File: config.mk
export PLATFORM = sky130hd
export DESIGN_NAME = imem_align
export DESIGN_NICKNAME = d
export VERILOG_FILES = /design/src/rtl/imem_align.sv
export SDC_FILE = /design/constraint.sdc
export NUM_CORES = 1
export LEC_CHECK = 0
export CORE_MARGIN = 5
export CORE_UTILIZATION = 40
export DETAILED_ROUTE_END_ITERATION = 12
export GPL_TIMING_DRIVEN = 0
export HOLD_SLACK_MARGIN = 0.05
export PLACE_DENSITY = 0.62
export SKIP_LAST_GASP = 1
export SYNTH_ARGS = -nofsm -noshare
export SYNTH_HDL_FRONTEND = slang
export SYNTH_SLANG_ARGS = --single-unit
export TNS_END_PERCENT = 50
File: constraint.sdc
create_clock -name clk -period 12.1 [get_ports clk]
set_input_delay 1.815 -clock clk [delete_from_list [all_inputs] [get_ports clk]]
set_output_delay 1.815 -clock clk [all_outputs]
set_load 0.05 [all_outputs]
File: src/rtl/imem_align.sv
// -----------------------------------------------------------------------------
// imem_align
//   Two-entry line buffer that assembles a 64-bit big-endian instruction window
//   starting at any halfword-aligned fetch address. A window can straddle two
//   8-byte memory lines (A = addr_in[63:3], B = A + 1). Missing lines are
//   fetched one at a time from memory; the window is presented combinationally
//   once every needed line is resident.
//
// Ports
//   clk             sole clock, rising edge
//   rst             asynchronous active-high reset
//   addr_in         fetch byte address (halfword aligned)
//   addr_valid_in   addr_in is meaningful this cycle
//   data_out        8-byte window at addr_in, byte addr_in in bits 63:56
//   data_valid_out  data_out is correct for the current addr_in
//   misalign_out    addr_valid_in with addr_in[0] set
//   flush           invalidate both line entries
//   mem_addr        line address of the outstanding read (bits 2:0 zero)
//   mem_req         line read request, held until mem_ack
//   mem_ack         completes the outstanding read; mem_rdata valid
//   mem_rdata       line data, big-endian
// -----------------------------------------------------------------------------
module imem_align (
  input  logic        clk,
  input  logic        rst,
  input  logic [63:0] addr_in,
  input  logic        addr_valid_in,
  output logic [63:0] data_out,
  output logic        data_valid_out,
  output logic        misalign_out,
  input  logic        flush,
  output logic [63:0] mem_addr,
  output logic        mem_req,
  input  logic        mem_ack,
  input  logic [63:0] mem_rdata
);

  typedef enum logic [1:0] {
    ST_IDLE    = 2'd0,
    ST_REQ     = 2'd1,
    ST_DISCARD = 2'd2
  } state_t;

  state_t            state_q, state_d;
  logic [1:0]        valid_q, valid_d;
  logic [1:0][60:0]  tag_q, tag_d;
  logic [1:0][63:0]  data_q, data_d;
  logic              lru_q, lru_d;
  logic [60:0]       target_q, target_d;
  logic              victim_q, victim_d;
  logic              mem_req_q, mem_req_d;
  logic [63:0]       mem_addr_q, mem_addr_d;

  logic [2:0]        off_s;
  logic [60:0]       line_a_s;
  logic [60:0]       line_b_s;
  logic [1:0]        a_in_s;
  logic [1:0]        b_in_s;
  logic              need_b_s;
  logic              hit_s;
  logic [63:0]       data_a_s;
  logic [63:0]       data_b_s;
  logic [127:0]      window_s;
  logic              miss_start_s;
  logic [60:0]       target_s;
  logic [1:0]        keep_s;
  logic              victim_s;

  // Lookup of both needed lines against the two entries and window assembly.
  always_comb begin
    off_s    = addr_in[2:0];
    line_a_s = addr_in[63:3];
    // 61-bit add wraps from all-ones back to line 0.
    line_b_s = addr_in[63:3] + 61'd1;
    for (int i = 0; i < 2; i++) begin
      a_in_s[i] = valid_q[i] & (tag_q[i] == line_a_s);
      b_in_s[i] = valid_q[i] & (tag_q[i] == line_b_s);
    end
    need_b_s = (off_s != 3'd0);
    hit_s    = (|a_in_s) & (~need_b_s | (|b_in_s));
    data_a_s = a_in_s[0] ? data_q[0] : data_q[1];
    data_b_s = b_in_s[0] ? data_q[0] : data_q[1];
    // Shift the byte at offset off up to the top of the 16-byte pair.
    window_s = {data_a_s, data_b_s} << {off_s, 3'b000};
  end

  // Choice of the missing line to fetch and of the entry it will replace.
  always_comb begin
    target_s = (|a_in_s) ? line_b_s : line_a_s;
    // keep_s marks an entry holding the other line this window still needs.
    if (|a_in_s) begin
      keep_s = a_in_s;
    end else if (need_b_s) begin
      keep_s = b_in_s;
    end else begin
      keep_s = 2'b00;
    end
    if (keep_s == 2'b01) begin
      victim_s = 1'b1;
    end else if (keep_s == 2'b10) begin
      victim_s = 1'b0;
    end else if (!valid_q[0]) begin
      victim_s = 1'b0;
    end else if (!valid_q[1]) begin
      victim_s = 1'b1;
    end else begin
      victim_s = lru_q;
    end
    miss_start_s = addr_valid_in & ~hit_s & ~addr_in[0] & ~flush;
  end

  // Refill FSM next-state, entry updates and request outputs.
  always_comb begin
    state_d    = state_q;
    valid_d    = valid_q;
    tag_d      = tag_q;
    data_d     = data_q;
    lru_d      = lru_q;
    target_d   = target_q;
    victim_d   = victim_q;
    mem_req_d  = mem_req_q;
    mem_addr_d = mem_addr_q;
    case (state_q)
      ST_IDLE: begin
        if (miss_start_s) begin
          state_d    = ST_REQ;
          target_d   = target_s;
          victim_d   = victim_s;
          mem_req_d  = 1'b1;
          mem_addr_d = {target_s, 3'b000};
        end else begin
          state_d    = ST_IDLE;
        end
      end
      ST_REQ: begin
        if (flush) begin
          // The returning line may predate the flush, so it is never kept.
          if (mem_ack) begin
            state_d   = ST_IDLE;
            mem_req_d = 1'b0;
          end else begin
            state_d   = ST_DISCARD;
          end
        end else if (mem_ack) begin
          valid_d[victim_q] = 1'b1;
          tag_d[victim_q]   = target_q;
          data_d[victim_q]  = mem_rdata;
          lru_d             = ~victim_q;
          state_d           = ST_IDLE;
          mem_req_d         = 1'b0;
        end else begin
          state_d = ST_REQ;
        end
      end
      ST_DISCARD: begin
        if (mem_ack) begin
          state_d   = ST_IDLE;
          mem_req_d = 1'b0;
        end else begin
          state_d   = ST_DISCARD;
        end
      end
      default: begin
        state_d   = ST_IDLE;
        mem_req_d = 1'b0;
      end
    endcase
    if (flush) begin
      valid_d = 2'b00;
    end else begin
      valid_d = valid_d;
    end
  end

  // State, entry and request registers.
  always_ff @(posedge clk or posedge rst) begin
    if (rst) begin
      state_q    <= ST_IDLE;
      valid_q    <= 2'b00;
      tag_q      <= '0;
      data_q     <= '0;
      lru_q      <= 1'b0;
      target_q   <= 61'd0;
      victim_q   <= 1'b0;
      mem_req_q  <= 1'b0;
      mem_addr_q <= 64'd0;
    end else begin
      state_q    <= state_d;
      valid_q    <= valid_d;
      tag_q      <= tag_d;
      data_q     <= data_d;
      lru_q      <= lru_d;
      target_q   <= target_d;
      victim_q   <= victim_d;
      mem_req_q  <= mem_req_d;
      mem_addr_q <= mem_addr_d;
    end
  end

  assign data_out       = window_s[127:64];
  assign data_valid_out = addr_valid_in & hit_s & ~addr_in[0] & ~flush;
  assign misalign_out   = addr_valid_in & addr_in[0];
  assign mem_req        = mem_req_q;
  assign mem_addr       = mem_addr_q;

endmodule

==> results.txt, run 1 <==
----------------------------------------------------
[Setup path]
  Category of the worst setup path launch point ... input port
  Type of element capturing the critical path ... output pin
  Required @ worst endpoint ... ~10 ns
  Worst setup path category ... in2out
  Data arrival, critical path ... 9.59 ns
  Max FO, Critical Path ... 10

[Clock tree]
  H-tree levels ... 2
  Hold buffer count at cts ... 0
  Number of clock sinks ... approximately 320
  Clock transition at the register clock pins on the worst setup and hold paths after CTS ... 0.06 ns
  CTS Buf Count ... 37
  Worst-Skew Late Latency ... 0.56 ns
  Number of buffers between clock root and the deepest sink ... 3
  Number of buffers added for setup after CTS ... 0
  CTS tree ... done
  Post-CTS sizing ... 0
  Library cell used as clock root buffer ... sky130_fd_sc_hd__clkbuf_16

[Floorplanning]
  Number of top-level pins ... 264
  Die area ... 61100 um^2
  Horizontal die dimension ... 247 um
  Core Footprint ... 56100 um^2
  Initial Util ... 40.2%
  Number of placement rows ... slightly below 90
  Height of the die ... 247 um

[Routing]
  Total DRC errors in the routed layout ... 0
  Routed WL ... 113000 um
  Vias per inst ... 6.27
  DR pass1 iterations ... 6
  Detail Route Antenna Nets ... 0
  Detailed-route via count ... between 20000 and 25000
  Iteration-0 DRC count of the detailed router ... 1849
  Routed wire per std cell ... 34.4 um

[GRT]
  Maximum number of pins on one net before global-route repair ... 122
  Global-route wire length before repair ... between 150000 and 200000 um
  Remaining global-route overflow ... 0
  Global-route usage over all layers ... 36.1%
  Via count of the first global-routing pass ... 20700
  Antenna violations before repair ... 7

[Yosys]
  Synth Cell Area ... 22500 um^2
  YS warnings ... 0
  Number of synthesized register bits ... 318
  Synthesized area divided by synthesized cell count ... 10.1 um^2
  Count of mapped cells out of synthesis ... between 2000 and 2500
  Post-synth ARST share ... 100%
  Unique cell type count in the Yosys netlist ... 84
  Number of enable-type register cells in the synthesized netlist ... 0
  Register area share after synthesis ... 35.3%
  Primary flip-flop cell chosen by synthesis mapping ... sky130_fd_sc_hd__dfrtp_1

[STA]
  Setup repair after global routing missed its margin ... false
  Worst clock skew ... 0.0212 ns
  Least-Margin Pin Slew ... 1.40 ns
  Min Hold Slack ... around 0.49 ns
  Max frequency ... 0.0877 GHz
  Number of hold-slack violations in the final timing report ... 0
  Headroom to the max-slew limit ... 5.83%
  Final max-slew violation count ... 0
  Final critical path time including I/O delays and setup ... 11.41 ns
  Final cycle utilization of the critical path ... around 94%
  Final count of negative-setup-slack endpoints ... 0

[Power]
  Maximum ir drop on the vdd rail ... 0.151 mV
  Leakage power summed over all cells ... 11.1 nW
  Power Density ... 177 nW/um^2
  Total power after layout ... 4.77 mW

[Finish]
  Number of fill cells ... between 5000 and 6000
  Post-synthesis to final-layout area growth ... 19.8%
  Nets ... roughly 2600
  Most common cell after layout, fill and taps aside ... sky130_fd_sc_hd__dfrtp_1
  Area of the multi-input gates ... 13700 um^2
  Share of final-layout standard cells stronger than drive strength 1 ... between 20% and 30%
  Register area ... 7960 um^2
  Commonest non-fill, non-tap cells in the layout ... sky130_fd_sc_hd__dfrtp_1 (318), sky130_fd_sc_hd__mux2_2 (291), sky130_fd_sc_hd__clkdlybuf4s50_1 (214)

[Flow run]
  Max-cap violations ... 0

[Placement]
  Detail Placement HPWL ... a little over 90000 um
  Port Buffers ... between 200 and 250
  Gpl congestion ... 1.03

[Status]
  Run status ... complete, no violations

[Worst hold path]
  Worst min-delay path class ... reg2reg

----------------------------------------------------
==> cell families after synthesis <==
| family | count (synthesis) | synth area share [%] |
|---|---|---|
| AO/OA/AOI/OAI | 245 | 7.63 |
| XOR/XNOR | 250 | 9.72 |
| adder cells (fa/ha/maj) | 5 | 0.278 |
| buffers and inverters | 196 | 3.92 |
| flip-flops | 318 | 35.3 |
| multiplexers | 487 | 25.8 |
| other | 1 | 0.0167 |
| AND/OR/NAND/NOR | 729 | 17.3 |
==> path summary, 6_finish.rpt <==
check | start | endpoint | slack (ns) | cells past startpoint
worst max-delay path | addr_in[3] | data_out[8] | 0.69 | 18
worst min-delay path | lru_q$_DFFE_PP0P_ | lru_q$_DFFE_PP0P_ | 0.49 | 1
worst max register to register | tag_q[41]$_DFFE_PP0P_ | target_q[19]$_DFFE_PP0P_ | 6.43 | 13
worst min register to register | lru_q$_DFFE_PP0P_ | lru_q$_DFFE_PP0P_ | 0.49 | 1
max in group asynchronous | rst | target_q[60]$_DFFE_PP0P_ | 8.88 | 4
min in group asynchronous | rst | data_q[65]$_DFFE_PP0P_ | 1.70 | 2
==> registers in the layout, indices dropped and copies added, names as in the netlist <==
register,cells
data_q,128
lru_q,1
mem_req,1
state_q,2
tag_q,122
target_q,61
valid_q,2
victim_q,1
==> metal layers <==
metal	GRT usage (%)	wire (um)
met1	45.1	45000
met2	60.9	54400
met3	5.43	6870
met4	17.9	6610
met5	0	0
==> synthesized netlist by cell type, types with 9 or more instances <==
| master | number | area share, % |
|---|---|---|
| sky130_fd_sc_hd__and3_1 | 39 | 1.1 |
| sky130_fd_sc_hd__inv_1 | 20 | 0.33 |
| sky130_fd_sc_hd__buf_4 | 15 | 0.50 |
| sky130_fd_sc_hd__and4_1 | 18 | 0.70 |
| sky130_fd_sc_hd__nand2b_1 | 11 | 0.31 |
| sky130_fd_sc_hd__o221a_2 | 9 | 0.45 |
| sky130_fd_sc_hd__a21oi_1 | 52 | 1.2 |
| sky130_fd_sc_hd__buf_2 | 30 | 0.67 |
| sky130_fd_sc_hd__nor2b_1 | 18 | 0.50 |
| sky130_fd_sc_hd__or3_1 | 16 | 0.44 |
| sky130_fd_sc_hd__nand3_1 | 59 | 1.3 |
| sky130_fd_sc_hd__a31oi_1 | 29 | 0.81 |
| sky130_fd_sc_hd__buf_1 | 9 | 0.15 |
| sky130_fd_sc_hd__nor2_1 | 131 | 2.2 |
| sky130_fd_sc_hd__or4_1 | 12 | 0.40 |
| sky130_fd_sc_hd__nand4_1 | 93 | 2.6 |
| sky130_fd_sc_hd__dfrtp_1 | 318 | 35 |
| sky130_fd_sc_hd__nor3_1 | 48 | 1.1 |
| sky130_fd_sc_hd__mux2_1 | 33 | 1.7 |
| sky130_fd_sc_hd__xor2_1 | 105 | 4.1 |
| sky130_fd_sc_hd__mux4_2 | 42 | 4.2 |
| sky130_fd_sc_hd__a211oi_1 | 37 | 1.2 |
| sky130_fd_sc_hd__nor4_1 | 51 | 1.4 |
| sky130_fd_sc_hd__clkbuf_1 | 113 | 1.9 |
| sky130_fd_sc_hd__and2_1 | 15 | 0.42 |
| sky130_fd_sc_hd__o21ai_0 | 39 | 0.87 |
| sky130_fd_sc_hd__mux2i_1 | 121 | 5.4 |
| sky130_fd_sc_hd__mux2_2 | 291 | 15 |
| sky130_fd_sc_hd__xnor2_1 | 145 | 5.6 |
| sky130_fd_sc_hd__nand2_1 | 170 | 2.8 |
==> per-stage QoR <==
stage                     util, %  TNS (ns)  cells  instance area (um^2)  setup slack (ns)
final                        48.1         0   3280                 27000             0.692
after global routing         48.1         0   3279                 27000             0.677
after global placement       45.7   -587.56   3203                 25600             -1.90
after floorplan                 -         0   2233                 22500              1.49
after detailed placement     45.9         0   3208                 25700             0.931
after CTS                    48.1         0   3274                 27000             0.911
==> cell type report <==
| class | instances | area share, % |
|---|---|---|
| Multi-Input combinational cell | 1719 | 50.8 |
| Sequential cell | 318 | 29.5 |
| Tap cell | 756 | 3.51 |
| Clock inverter | 15 | 0.663 |
| Buffer | 175 | 2.98 |
| Timing Repair Buffer | 219 | 8.24 |
| Inverter | 21 | 0.320 |
| Antenna cell | 6 | 0.0556 |
| Clock buffer | 51 | 3.96 |
==> power by group <==
| group | internal, mW | switching (mW) | leakage (nW) |
|---|---|---|---|
| Clock | 0.686 | 0.478 | 0.604 |
| Sequential | 1.35 | 0.315 | 4.08 |
| Combinational | 0.727 | 1.21 | 6.47 |
==> worst max-delay path, cell delays in order <==
cell	delay, ns
sky130_fd_sc_hd__clkdlybuf4s50_1	0.54
sky130_fd_sc_hd__buf_2	0.25
sky130_fd_sc_hd__nand2_1	0.15
sky130_fd_sc_hd__nor4_2	1.03
sky130_fd_sc_hd__buf_2	0.44
sky130_fd_sc_hd__nand3_1	0.36
sky130_fd_sc_hd__o21ai_0	0.67
sky130_fd_sc_hd__nor2b_1	0.29
sky130_fd_sc_hd__and4_1	0.22
sky130_fd_sc_hd__clkbuf_1	0.40
sky130_fd_sc_hd__nand4_2	0.50
sky130_fd_sc_hd__nor2_4	0.59
sky130_fd_sc_hd__buf_4	0.34
sky130_fd_sc_hd__buf_4	0.24
sky130_fd_sc_hd__mux2i_1	0.37
sky130_fd_sc_hd__a211oi_1	0.16
sky130_fd_sc_hd__a211oi_1	0.30
sky130_fd_sc_hd__clkdlybuf4s50_1	0.86
Note: power is estimated with default switching activity, not from simulation.
==> run 2, diff against run 1 <==
--- a/config.mk
+++ b/config.mk
@@ -8,11 +8,10 @@
 export CORE_MARGIN = 5
 export CORE_UTILIZATION = 40
 export DETAILED_ROUTE_END_ITERATION = 12
-export GPL_TIMING_DRIVEN = 0
 export HOLD_SLACK_MARGIN = 0.05
 export PLACE_DENSITY = 0.62
+export SETUP_SLACK_MARGIN = 0.3
 export SKIP_LAST_GASP = 1
 export SYNTH_ARGS = -nofsm -noshare
 export SYNTH_HDL_FRONTEND = slang
 export SYNTH_SLANG_ARGS = --single-unit
-export TNS_END_PERCENT = 50
==> run 2 against run 1 <==
Combinational power shrank 3%. Design area shrank 0.32%. Maximum frequency grew 2.6%. Routed wire length shrank 14%. Setup slack gained 0.29 ns. First-iteration DRC count is essentially flat.
==> results.txt, run 2 (synthesis gave the netlist of run 1 again) <==
----------------------------------------------------
[Status]
  Run status ... complete, no violations (unchanged)

[GRT]
  Antenna violations before repair ... 8 (was 7)
  Maximum number of pins on one net before global-route repair ... 98 (was 122)
  Global routing usage on met3 ... 5.90% (was 5.43%)
  Met2 Use GR ... 47.3% (was 60.9%)
  Via count of the first global-routing pass ... 19700 (was 20700)
  GR peak layer ... met2 (unchanged)
  Remaining global-route overflow ... 0 (unchanged)
  Global Route met1 Usage ... 44.3% (was 45.1%)
  Global-route usage over all layers ... 30.9% (was 36.1%)
  Global-route wire length before repair ... 141000 um (was 158000 um)

[Routing]
  Total DRC errors in the routed layout ... 0 (unchanged)
  DR pass1 iterations ... 6 (unchanged)
  Routed WL ... 96600 um (was 113000 um)
  Routed wire per std cell ... 30.3 um (was 34.4 um)
  Detailed-route via count ... 19800 (was 20600)
  Iteration-0 DRC count of the detailed router ... 1850 (was 1849)
  Vias per inst ... 6.22 (was 6.27)
  Detail Route Antenna Nets ... 0 (unchanged)

[Placement]
  Detail Placement HPWL ... 75200 um (was 92900 um)
  Port Buffers ... 260 (was 214)
  Gpl congestion ... 1.01 (was 1.03)
  Post-place instance area ... 25600 um^2 (was 25700 um^2)

[Setup path]
  CP peak stage delay ... 1.01 ns (was 1.03 ns)
  Logic depth of the worst register-to-register path ... 11 (was 13)
  Data arrival, critical path ... 9.31 ns (was 9.59 ns)
  Reg-to-Reg Start ... tag_q[50]$_DFFE_PP0P_ (was tag_q[41]$_DFFE_PP0P_)
  Category of the worst setup path launch point ... input port (unchanged)
  Type of element capturing the critical path ... output pin (unchanged)
  Worst setup path category ... in2out (unchanged)
  CP endpoint ... data_out[51] (was data_out[8])
  Start point of the critical path ... addr_in[3] (unchanged)
  Ordered cell list for the critical path ... clkdlybuf4s50_1 > ha_1 > nand2_1 > or4_1 > nor4_1 > o2111ai_1 > a21oi_1 > and4_1 > nand4_2 > nor2_4 > buf_4 > mux2i_1 > a21oi_1 > mux4_2 > clkdlybuf4s50_1 (was clkdlybuf4s50_1 > buf_2 > nand2_1 > nor4_2 > buf_2 > nand3_1 > o21ai_0 > nor2b_1 > and4_1 > clkbuf_1 > nand4_2 > nor2_4 > buf_4 > buf_4 > mux2i_1 > a211oi_1 > a211oi_1 > clkdlybuf4s50_1)
  Required @ worst endpoint ... 10.28 ns (about the same)
  Setup slack on the worst flop-to-flop path ... 6.61 ns (was 6.43 ns)
  Reg-to-reg critical path endpoint ... target_q[27]$_DFFE_PP0P_ (was target_q[19]$_DFFE_PP0P_)
  Max FO, Critical Path ... 19 (was 10)
  Cell with the biggest individual delay on the critical path ... sky130_fd_sc_hd__nor4_1 (was sky130_fd_sc_hd__nor4_2)

[STA]
  Final count of negative-setup-slack endpoints ... 0 (unchanged)
  Final cycle utilization of the critical path ... 91.9% (was 94.3%)
  Final max-slew violation count ... 0 (unchanged)
  Number of hold-slack violations in the final timing report ... 0 (unchanged)
  Headroom to the max-slew limit ... 19.8% (was 5.83%)
  Worst clock skew ... 0.0183 ns (was 0.0212 ns)
  Max frequency ... 0.0899 GHz (was 0.0877 GHz)
  Setup TNS ... 0 ns (unchanged)
  Setup repair after global routing missed its margin ... false (unchanged)
  Final critical path time including I/O delays and setup ... 11.12 ns (was 11.41 ns)
  Least-Margin Pin Slew ... 1.19 ns (was 1.40 ns)

[Finish]
  Post-route standard cell area excluding fillers ... 26900 um^2 (was 27000 um^2)
  Register area ... 7960 um^2 (unchanged)
  Post-synthesis to final-layout area growth ... 19.4% (was 19.8%)
  Commonest non-fill, non-tap cells in the layout ... sky130_fd_sc_hd__dfrtp_1 (318), sky130_fd_sc_hd__mux2_2 (291), sky130_fd_sc_hd__clkdlybuf4s50_1 (258) (was sky130_fd_sc_hd__dfrtp_1 (318), sky130_fd_sc_hd__mux2_2 (291), sky130_fd_sc_hd__clkdlybuf4s50_1 (214))
  Share of final-layout standard cells stronger than drive strength 1 ... 20.2% (was 20.1%)
  Area of the multi-input gates ... 13700 um^2 (about the same)
  Register with the most flip-flops ... data_q (unchanged)
  Number of fill cells ... 5262 (was 5347)
  Nets ... 2531 (was 2629)
  Flip-flop count of the largest register after layout ... 128 (unchanged)
  Most common cell after layout, fill and taps aside ... sky130_fd_sc_hd__dfrtp_1 (unchanged)
  Largest registers ranked by flip-flop count ... data_q: 128 flops, tag_q: 122 flops, target_q: 61 flops (unchanged)
  Final core utilization ... 48.0% (was 48.1%)

[Clock tree]
  Library cell used as clock root buffer ... sky130_fd_sc_hd__clkbuf_16 (unchanged)
  CTS Buf Count ... 37 (unchanged)
  Number of buffers between clock root and the deepest sink ... 3 (unchanged)
  Worst-Skew Late Latency ... 0.56 ns (about the same)
  Number of clock sinks ... 318 (unchanged)
  Hold buffer count at cts ... 0 (unchanged)
  Clock transition at the register clock pins on the worst setup and hold paths after CTS ... 0.06 ns (about the same)
  Post-CTS sizing ... 0 (unchanged)
  H-tree levels ... 2 (unchanged)
  Number of buffers added for setup after CTS ... 0 (unchanged)
  CTS tree ... done (unchanged)

[Power]
  Part of the power in registers ... 35.2% (was 35.0%)
  Power Density ... 177 nW/um^2 (about the same)
  Switching power summed over all nets ... 1.95 mW (was 2.00 mW)
  Clock network power share ... 25.3% (was 24.4%)
  Internal power consumption ... 2.82 mW (was 2.77 mW)
  Leakage power summed over all cells ... 11.1 nW (about the same)
  Combinational fraction of design power ... 39.4% (was 40.6%)
  Maximum ir drop on the vdd rail ... 0.141 mV (was 0.151 mV)
  Switching part of the total ... 40.9% (was 42.0%)

[Floorplanning]
  Die area ... 61100 um^2 (unchanged)
  Number of top-level pins ... 264 (unchanged)
  Initial Util ... 40.2% (unchanged)
  Horizontal die dimension ... 247 um (unchanged)
  Height of the die ... 247 um (unchanged)
  Number of placement rows ... 87 (unchanged)
  Core Footprint ... 56100 um^2 (unchanged)

[Flow run]
  Max-cap violations ... 0 (unchanged)

[Worst hold path]
  Worst min-delay path class ... reg2reg (unchanged)

----------------------------------------------------
[run 2: through the flow]
step | hold WS, ns | cells | setup slack (ns) | total power, mW
after global placement | 0.473 | 3110 | 1.30 | 3.52
after detailed placement | 0.475 | 3110 | 1.22 | 3.54
final | 0.488 | 3183 | 0.979 | 4.77
after global routing | 0.527 | 3182 | 0.977 | 4.97
after floorplan | 0.441 | 2233 | 1.49 | 2.78
after CTS | 0.489 | 3177 | 1.18 | 4.77
[run 2: layout make-up]
| type | instances | share of cell area [%] |
|---|---|---|
| Sequential cell | 318 | 29.6 |
| Antenna cell | 6 | 0.0558 |
| Tap cell | 756 | 3.52 |
| Multi-Input combinational cell | 1719 | 51.0 |
| Inverter | 21 | 0.330 |
| Clock buffer | 48 | 3.98 |
| Timing Repair Buffer | 296 | 10.7 |
| Clock inverter | 19 | 0.902 |
[run 2: worst min path at each step]
stage	startpoint	endpoint	slack, ns	depth (start not counted)
floorplan	lru_q$_DFFE_PP0P_	lru_q$_DFFE_PP0P_	0.44	1
global placement	lru_q$_DFFE_PP0P_	lru_q$_DFFE_PP0P_	0.47	1
detailed placement	lru_q$_DFFE_PP0P_	lru_q$_DFFE_PP0P_	0.48	1
CTS	lru_q$_DFFE_PP0P_	lru_q$_DFFE_PP0P_	0.49	1
global route	data_q[4]$_DFFE_PP0P_	data_q[4]$_DFFE_PP0P_	0.53	1
finish	lru_q$_DFFE_PP0P_	lru_q$_DFFE_PP0P_	0.49	1
[run 2: metal layers]
| metal | wire [um] | share of wire (%) | up-vias |
|---|---|---|---|
| li1 | - | - | 8549 |
| met1 | 42500 | 44 | 10100 |
| met2 | 42900 | 44 | 991 |
| met3 | 7740 | 8.0 | 162 |
| met4 | 3430 | 3.6 | 0 |
| met5 | 0 | 0 | - |
[run 2: critical path, delay by kind of cell]
kind / cells / cell delay (ns)
adders and majority gates: 1 / 0.46
and+or+nand+nor: 6 / 3.34
buffers and inverters: 3 / 1.88
AOI/OAI and AO/OA: 3 / 0.98
muxes: 2 / 0.79
[run 2: power by group through the flow]
stage	clock, mW	combinational [mW]	sequential [mW]
final	1.21	1.88	1.68
after global routing	1.28	1.97	1.72
after CTS	1.24	1.86	1.67
after detailed placement	0	1.85	1.69
after global placement	0	1.85	1.67
after floorplan	0	1.05	1.73
